### src/rtl/caravel_boot_core.sv
// caravel_boot_core: boots from SPI flash (0x03 read), runs a byte-coded program on check bits / UART TX (FLASH_WAKEUP_EN adds 0xAB wakeup).
// Latency: 8 power-good cycles, 64-clock read command, 16 clocks per byte plus 1 decode clock, 10*BAUD_DIV clocks per UART byte.
// Backpressure: none external; the SPI clock parks low with csb held while a UART byte drains.
module caravel_boot_core #(
  parameter int          BAUD_DIV   = 16,
  parameter logic [23:0] FLASH_BASE = 24'h000000,
  parameter int          MAX_BYTES  = 4096
) (
  input  logic        clock,
  input  logic        resetb,
  input  logic        vccd,
  input  logic        vddio,
  output logic        flash_csb,
  output logic        flash_clk,
  output logic        flash_io0,
  input  logic        flash_io1,
  output logic [37:0] mprj_io,
  output logic        gpio
);

  typedef enum logic [3:0] {
    S_IDLE, S_WAKE, S_GAP, S_CMD, S_ADDR, S_FETCH, S_EXEC, S_UART, S_HALT
  } state_t;

  localparam logic [31:0] RD_WORD   = {8'h03, FLASH_BASE};
  localparam logic [31:0] MAX_CNT   = 32'(MAX_BYTES);
  localparam logic [15:0] BAUD_LAST = 16'(BAUD_DIV - 1);
`ifdef FLASH_WAKEUP_EN
  localparam state_t      FIRST_STATE = S_WAKE;
  localparam logic [31:0] FIRST_WORD  = {8'hAB, 24'h000000};
`else
  localparam state_t      FIRST_STATE = S_CMD;
  localparam logic [31:0] FIRST_WORD  = RD_WORD;
`endif

  state_t      state, next_state;
  logic        pg;
  logic [2:0]  idle_cnt;
  logic [1:0]  gap_cnt;
  logic [4:0]  bit_cnt;
  logic [31:0] tx_sr;
  logic [7:0]  rx_sr;
  logic [31:0] byte_cnt;
  logic [1:0]  opnd;
  logic [7:0]  op;
  logic [7:0]  hi;
  logic [15:0] checkbits;
  logic [8:0]  uart_sr;
  logic [15:0] baud_cnt;
  logic [3:0]  ubit;
  logic        tx;
  logic        csb_q, sclk_q, mosi_q, gpio_q;

  logic shifting, spi_fall, uart_bit_end;
  assign shifting     = state inside {S_WAKE, S_CMD, S_ADDR, S_FETCH};
  assign spi_fall     = shifting && sclk_q;
  assign uart_bit_end = (baud_cnt == BAUD_LAST);

  always_ff @(posedge clock or negedge resetb) begin
    if (!resetb) pg <= 1'b0;
    else         pg <= vccd & vddio;
  end

  always_ff @(posedge clock or negedge resetb) begin
    if (!resetb) state <= S_IDLE;
    else         state <= next_state;
  end

  always_comb begin
    next_state = state;
    case (state)
      S_IDLE:  if (idle_cnt == 3'd7) next_state = FIRST_STATE;
      S_WAKE:  if (spi_fall && bit_cnt == 5'd7) next_state = S_GAP;
      S_GAP:   if (gap_cnt == 2'd3) next_state = S_CMD;
      S_CMD:   if (spi_fall && bit_cnt == 5'd7) next_state = S_ADDR;
      S_ADDR:  if (spi_fall && bit_cnt == 5'd31) next_state = S_FETCH;
      S_FETCH: if (spi_fall && bit_cnt == 5'd7) next_state = S_EXEC;
      S_EXEC: begin
        // Opcodes whose operands would run past the byte budget halt unexecuted.
        if (opnd == 2'd0) begin
          case (rx_sr)
            8'h00:   next_state = S_HALT;
            8'h01:   next_state = (byte_cnt + 32'd2 > MAX_CNT) ? S_HALT : S_FETCH;
            8'h02:   next_state = (byte_cnt + 32'd1 > MAX_CNT) ? S_HALT : S_FETCH;
            default: next_state = (byte_cnt >= MAX_CNT) ? S_HALT : S_FETCH;
          endcase
        end else if (opnd == 2'd1 && op == 8'h02) begin
          next_state = S_UART;
        end else if (opnd == 2'd1) begin
          next_state = S_FETCH;
        end else begin
          next_state = (byte_cnt >= MAX_CNT) ? S_HALT : S_FETCH;
        end
      end
      S_UART:  if (uart_bit_end && ubit == 4'd9)
                 next_state = (byte_cnt >= MAX_CNT) ? S_HALT : S_FETCH;
      S_HALT:  next_state = S_HALT;
      default: next_state = S_IDLE;
    endcase
    if (!pg) next_state = S_IDLE;
  end

  always_ff @(posedge clock or negedge resetb) begin
    if (!resetb) begin
      idle_cnt <= '0; gap_cnt <= '0; bit_cnt <= '0; tx_sr <= '0; rx_sr <= '0;
      byte_cnt <= '0; opnd <= '0; op <= '0; hi <= '0; checkbits <= '0;
      uart_sr <= '1; baud_cnt <= '0; ubit <= '0; tx <= 1'b1;
      csb_q <= 1'b1; sclk_q <= 1'b0; mosi_q <= 1'b0; gpio_q <= 1'b0;
    end else if (!pg) begin
      // Power loss aborts like reset but keeps the last check bits visible.
      idle_cnt <= '0; gap_cnt <= '0; bit_cnt <= '0; tx_sr <= '0; rx_sr <= '0;
      byte_cnt <= '0; opnd <= '0; op <= '0; hi <= '0;
      uart_sr <= '1; baud_cnt <= '0; ubit <= '0; tx <= 1'b1;
      csb_q <= 1'b1; sclk_q <= 1'b0; mosi_q <= 1'b0; gpio_q <= 1'b0;
    end else begin
      case (state)
        S_IDLE: begin
          if (idle_cnt == 3'd7) begin
            idle_cnt <= '0;
            csb_q    <= 1'b0;
            sclk_q   <= 1'b0;
            mosi_q   <= FIRST_WORD[31];
            tx_sr    <= {FIRST_WORD[30:0], 1'b0};
            bit_cnt  <= '0;
            byte_cnt <= '0;
            opnd     <= '0;
          end else begin
            idle_cnt <= idle_cnt + 3'd1;
          end
        end
        S_WAKE, S_CMD, S_ADDR, S_FETCH: begin
          if (!sclk_q) begin
            sclk_q <= 1'b1;
          end else begin
            // Falling SPI edge: capture MISO and present the next MOSI bit together.
            sclk_q  <= 1'b0;
            rx_sr   <= {rx_sr[6:0], flash_io1};
            mosi_q  <= tx_sr[31];
            tx_sr   <= {tx_sr[30:0], 1'b0};
            bit_cnt <= bit_cnt + 5'd1;
            if (state == S_WAKE && bit_cnt == 5'd7) begin
              csb_q   <= 1'b1;
              mosi_q  <= 1'b0;
              gap_cnt <= '0;
            end
            if (state == S_ADDR && bit_cnt == 5'd31) begin
              bit_cnt <= '0;
              mosi_q  <= 1'b0;
            end
            if (state == S_FETCH && bit_cnt == 5'd7) begin
              bit_cnt  <= '0;
              byte_cnt <= byte_cnt + 32'd1;
            end
          end
        end
        S_GAP: begin
          gap_cnt <= gap_cnt + 2'd1;
          if (gap_cnt == 2'd3) begin
            csb_q   <= 1'b0;
            mosi_q  <= RD_WORD[31];
            tx_sr   <= {RD_WORD[30:0], 1'b0};
            bit_cnt <= '0;
          end
        end
        S_EXEC: begin
          case (opnd)
            2'd0: begin
              op <= rx_sr;
              if (rx_sr == 8'h01 || rx_sr == 8'h02) opnd <= 2'd1;
            end
            2'd1: begin
              if (op == 8'h01) begin
                hi   <= rx_sr;
                opnd <= 2'd2;
              end else begin
                opnd     <= 2'd0;
                tx       <= 1'b0;
                uart_sr  <= {1'b1, rx_sr};
                baud_cnt <= '0;
                ubit     <= '0;
              end
            end
            2'd2: begin
              checkbits <= {hi, rx_sr};
              opnd      <= 2'd0;
            end
            default: opnd <= 2'd0;
          endcase
        end
        S_UART: begin
          if (uart_bit_end) begin
            baud_cnt <= '0;
            if (ubit != 4'd9) begin
              tx      <= uart_sr[0];
              uart_sr <= {1'b1, uart_sr[8:1]};
              ubit    <= ubit + 4'd1;
            end
          end else begin
            baud_cnt <= baud_cnt + 16'd1;
          end
        end
        default: ;
      endcase
      if (next_state == S_HALT) begin
        csb_q  <= 1'b1;
        sclk_q <= 1'b0;
        mosi_q <= 1'b0;
        gpio_q <= 1'b1;
      end
    end
  end

  assign flash_csb = csb_q;
  assign flash_clk = sclk_q;
  assign flash_io0 = mosi_q;
  assign gpio      = gpio_q;
  assign mprj_io   = {6'b0, checkbits, 9'b0, tx, 6'b0};

endmodule

### config.mk
export PLATFORM = sky130hd
export DESIGN_NAME = caravel_boot_core
export DESIGN_NICKNAME = d
export VERILOG_FILES = /design/src/rtl/caravel_boot_core.sv
export SDC_FILE = /design/constraint.sdc
export NUM_CORES = 1
export LEC_CHECK = 0
export CELL_PAD_IN_SITES_DETAIL_PLACEMENT = 0
export CELL_PAD_IN_SITES_GLOBAL_PLACEMENT = 1
export CORE_ASPECT_RATIO = 1.2
export CORE_MARGIN = 1.5
export CORE_UTILIZATION = 25
export CTS_CLUSTER_DIAMETER = 50
export DETAILED_ROUTE_END_ITERATION = 8
export GPL_TIMING_DRIVEN = 0
export PLACE_DENSITY = 0.49
export SLEW_MARGIN = 20
export SYNTH_ARGS = -nofsm -noshare
export SYNTH_HDL_FRONTEND = slang
export SYNTH_SLANG_ARGS = --single-unit
### constraint.sdc
create_clock -name clock -period 9.1 [get_ports clock]
set_input_delay 1.82 -clock clock [delete_from_list [all_inputs] [get_ports clock]]
set_output_delay 1.82 -clock clock [all_outputs]
set_load 0.01 [all_outputs]
Word level (Yosys, flattened, before mapping):

Index checks and enable logic that the tools add are counted.

* register bits: 155
* latch bits: 0
* RAM bits: 0
* bits in read-only memories: 0
* input port bits: 5
* output and inout bits: 42
* memories kept: 0

* $add $sub $neg: 7
* multiply operators: 0
* div/mod/pow operators: 0
* order comparisons: 3
* equal/unequal tests: 51
* shifts and indexed selects: 0
* muxes and demuxes: 98
* bitwise gates (word level): 1
* reductions and logical operators: 27

Operators by type and width (count)
* 2-to-1 mux 32 bit: 8
* case mux 32 bit (3 select lines): 1
* 2-to-1 mux 8 bit: 10
* 2-to-1 mux 4 bit: 19
* > comparator 32 x 13 -> 1 bit (second input constant): 2
* 2-to-1 mux 16 bit: 4
* case mux 32 bit (2 select lines): 1
* 2-to-1 mux 9 bit: 5
* case mux 4 bit (9 select lines): 1
* adder 32 x 1 -> 32 bit (second input constant): 1
* adder 32 x 2 -> 32 bit (second input constant): 1
* >= comparator 32 x 13 -> 1 bit (second input constant): 1
* case mux 16 bit (2 select lines): 1
* 2-to-1 mux 5 bit: 6
* inequality test 3 bit (second input constant): 9
* inequality test 4 bit (second input constant): 6
* 2-to-1 mux 1 bit: 21
* case mux 9 bit (2 select lines): 1
* adder 16 x 1 -> 16 bit (second input constant): 1
* == test 16 x 4 -> 1 bit (second input constant): 1
* == test 4 x 3 -> 1 bit (second input constant): 4
* == test 8 x 1 -> 1 bit (second input constant): 2
* == test 8 x 2 -> 1 bit (second input constant): 2
* inequality test 2 x 1 -> 1 bit (second input constant): 8
* 35 further kinds: 71

Logic depth before layout (Yosys ltp):

* depth in word-level cells: 10
* gate-level depth with buffers: 11
* depth with buffers taken out: 9

Least setup slack after synthesis:

No wires, ideal clock.

* path kind: register to register
* start: reg byte_cnt[1]
* end: reg csb_q, in the netlist flash_csb
* data arrival time: 2.767 ns
* data required time: 9.012 ns
* path slack: 6.245 ns
* cell stages (with the launch flop): 10
* buffers on the path: 1
* cell sequence: dfrtp_1 -> ha_1 -> buf_2 -> nand4_1 -> or4_1 -> or4_1 -> a211oi_1 -> o2111a_1 -> nor4_2 -> or3_1

* word-level cells in the longest chain between the ends: 10

Ends and longest elaborated chain
* from (decl): RTL line 43 `logic [31:0] byte_cnt;`
* from (signal assigned): RTL line 152 `byte_cnt <= byte_cnt + 32'd1;`
* adder 32 x 1 -> 32 bit, or another cell as far along: RTL line 84 `8'h02: next_state = (byte_cnt + 32'd1 > MAX_CNT) ? S_HALT : S_FETCH;`
* > comparator 32 x 13 -> 1 bit, or another cell as far along: RTL line 84
* 2-to-1 mux 4 bit (on tied branches): RTL line 84, 83, 89
* case mux 4 bit (3 select lines) / 2-to-1 mux 4 bit (equally long branches): RTL line 81, 87
* 2-to-1 mux 4 bit: RTL line 80 `if (opnd == 2'd0) begin`
* case mux 4 bit (9 select lines) (*): RTL line 71 `case (state)`
* 2-to-1 mux 4 bit (*): RTL line 100 `if (!pg) next_state = S_IDLE;`
* == test 4 bit (*): RTL line 204 `if (next_state == S_HALT) begin`
* inequality test 5 x 1 -> 1 bit (no source line), or another cell as far along
* AND reduction 5 bit (no source line) / 2-to-1 mux 1 bit (equally long branches)
* to (signal assigned): RTL line 108 `csb_q <= 1'b1; sclk_q <= 1'b0; mosi_q <= 1'b0; gpio_q <= 1'b0;`
* to (signal assigned): RTL line 114 `csb_q <= 1'b1; sclk_q <= 1'b0; mosi_q <= 1'b0; gpio_q <= 1'b0;`
* to (signal assigned): RTL line 205 `csb_q <= 1'b1;`
* to (decl): RTL line 52 `logic csb_q, sclk_q, mosi_q, gpio_q;`

Mark *: on every way between the ends. The rest lies on a longest branch, timed or not.
A chain may end at the register's enable or synchronous reset.

Final worst setup path:

Same ends and word-level chain as after synthesis.

==> metrics.md <==
| Metric | Value |
|---|---|
| Postcts setup bufs | 0 |
| Hpwl dp | 18000 microns |
| Cell chain of the critical path | ha_1 -> buf_2 -> nand4_1 -> or3_1 -> nor3_1 -> xor2_1 -> nor4_1 -> and4_1 -> nor4_2 -> or3_1 |
| Clk root buf | clkbuf_16 |
| Min Tclk post-route | 3860 ps |
| CP Launch Type | flop |
| Slew Limit Headroom | between 30% and 40% |
| Critical path data arrival time | around 4200 ps |
| Worst r2r src | byte_cnt[1] |
| Worst-path fanout max | 9 |
| Syn avg cell area | ~8.6 sq um |
| Most frequent cells in the layout | 119 x dfrtp_1, 99 x nor2_1, 97 x nand2_1, 79 x o21ai_0, 50 x clkbuf_1 |
| Vias per cell | 5.02 |
| Worst-skew pair later-pin latency | between 400 and 500 ps |
| Post-synth cell types | 64 |
| Delay-heaviest family, CP | simple AND/OR/NAND/NOR gates |
| GRT Util Overall | between 10% and 20% |
| Tcrit/Tclk final | 42.5% |
| First-pass GRT wire length | around 40000 microns |
| IO Port Bufs | 25 |
| Resize count post-CTS | 0 |
| Std cell rows | 70 |
| Worst Clk Skew | between 10 and 15 ps |
| Routed wire per std cell | ~18 microns |
| Die area | between 30000 and 40000 sq um |
| Post-route cell area | ~9000 sq um |
| Max Fclk | about 0.26 GHz |
| Pins Over Slew Limit | 0 |
| Die Wd | ~160 microns |
| Area leader, netlist | dfrtp_1 |
| Slowest-stage cell, CP | nor3_1 |
| Core ar. | 30700 sq um |
| Htree depth | 4 |
| Worst IR drop on VDD | 78.7 uV |
| R2r setup slk | between 5000 and 6000 ps |
| Worst R2R Path Depth | 10 |
| Layout cell share with drive strength beyond 1 | a little over a tenth |
| GPL Wtd Cong | between 0.8 and 0.9 |
| Setup_tns | 0 ps |
| Post-route ant nets | 0 |
| Initial antenna violation count | 0 |
| Area grow syn2layout | 18.4% |
| Net count, final | about 1000 |
| Die Ht | around 200 microns |
| Netlist Area Pre-Place | 7830 sq um |
| Top cells by area, synth | dfrtp_1 38%, o21ai_0 5.1%, nor2_1 4.7% |
| CP max stage delay | ~660 ps |
| Hold_buf cts | 0 |
| Largest net degree at the start of global routing | 84 |
| Leakage power | 3.82 nW |
| CTS tree | done |
| Least-Margin Pin Slew | 940 ps |
| Worst Path Required | about 9400 ps |
| FF+latch count, synth | between 100 and 150 |
| Initial core utilization | between 20% and 30% |
| Worst R2R End | flash_csb |
| # DRC | 0 |
| Yosys warns | 0 |
| Power Density | approximately 140 nW/um^2 |
| Sink Count | 129 |
| WP buf/inv | 1 |
| Worst hold path type | flop to flop |
| Leading cell type in the layout, fill and taps excluded | dfrtp_1 |
| Via Count | 6967 |
| Fill cells | around 3300 |
| Final WL | between 20000 and 30000 microns |
| Unrepaired setup endpoints after global routing | false |
| Share of the synthesized area in the top cell type | a little under two fifths |
| Primary FF master, synth | dfrtp_1 |
| Final hold vios | 0 |
| Worst path depth | 10 |
| Crit. Startpoint | byte_cnt[1] |
| Ports | 47 |
| Placed cell area | 8680 sq um |
| Worst-case clock buffer depth | 2 |
| Critical path endpoint | flash_csb |
| Synth async-reset ratio | between 90% and 100% |
| Status | finished, final reports clean |
| GR Overflow Total | 0 |
| Worst Setup End Kind | flop |
| Post-synthesis sequential area ratio | between 40 and 50% |
| Syn Inst Count | between 900 and 1000 |
| Diodes inserted | 0 |
| 1st-iter DRT viols | between 300 and 400 |
| Worst-path clk slew | ~60 ps |
| Vias in the first global route | about 6900 |
| Total CTS buffers | 17 |
| MaxCap Viol Count | 0 |
| Number of synthesized flops with an enable pin | 0 |
| Final setup viols | 0 |
| Critical Path Most Common Cell | or3_1 |
| WS Path Type | flop to flop |
| DR pass1 iterations | 5 |
per-layer routing:
layer	track usage, %	vias to the layer above	wire length (microns)
li1	-	3401	-
met4	6.27	0	689
met5	0	-	0
met3	2.48	36	626
met1	20.3	3398	11300
met2	28.0	132	12700
stage by stage:
step / hold slack, ps / utilization (%) / power [mW] / cells / setup slack (ps)
finish: 481 / 30.2 / 1.32 / 1387 / 5240
global route: 491 / 30.2 / 1.37 / 1387 / 5070
CTS: 483 / 30.2 / 1.34 / 1387 / 5220
detailed placement: 470 / 28.3 / 0.637 / 1356 / 5240
global placement: 461 / 28.2 / 0.636 / 1355 / 289
floorplan: 449 / - / 0.613 / 934 / 6250
tightest hold or removal path: stages (launching register included):
cell and delay, ps:
dfrtp_1 340, nand2_1 50, o21ai_0 60
cell families after synthesis:
logic type                 share of synthesized area (%)
AOI/OAI and AO/OA                                   16.3
and+or+nand+nor                                     25.8
buffers and inverters                               6.30
xor gates and xnor gates                            3.13
other                                             0.0479
muxes                                               5.13
adders and majority gates                           1.92
DFF                                                 41.4
registers in the layout, indices dropped and copies added, names as in the netlist, 4 cells and up:
register / cells
uart_sr: 8
baud_cnt: 16
byte_cnt: 32
checkbits: 16
tx_sr: 7
ubit: 4
hi: 8
bit_cnt: 5
op: 8
rx_sr: 8
state: 4
cell usage after synthesis (9+ instances only):
library cell	number
or3_1	12
buf_4	27
and3_1	15
o31ai_1	16
dfstp_2	10
nor2_1	99
nor3_1	21
nand2_1	97
dfrtp_1	119
o21ai_0	79
nand3_1	36
nand4_1	25
inv_1	17
mux2i_1	21
mux2_2	17
clkbuf_1	50
a21oi_1	37
a31oi_1	18
nand2b_1	9
and2_1	15
ha_1	12
nor4_1	23
xor2_1	14
xnor2_1	14
how the worst min path moves through the flow:
stage               from         to  cells past startpoint
6_report       tx_sr[28]  tx_sr[28]                      2
5_1_grt        tx_sr[27]  tx_sr[27]                      2
4_1_cts        tx_sr[28]  tx_sr[28]                      2
3_5_place_dp   tx_sr[28]  tx_sr[28]                      2
3_3_place_gp   tx_sr[28]  tx_sr[28]                      2
2_1_floorplan  tx_sr[31]  tx_sr[31]                      2
power by group:
part           total (mW)  internal (mW)  switching (mW)
Clock               0.694          0.406           0.288
Sequential          0.580          0.578         0.00147
Combinational      0.0456         0.0137          0.0319
Total                1.32          0.998           0.321
layout make-up:
class	instances	area [sq um]	area share [%]
clock inverter	14	158	1.70
buffer	85	429	4.63
tap	396	495	5.35
sequential	129	3240	35.0
clock buffer	17	425	4.59
multi-input combinational	703	4170	45.0
timing repair buffer	26	283	3.05
inverter	17	63.8	0.688
Note: power is estimated with default switching activity, not from simulation.
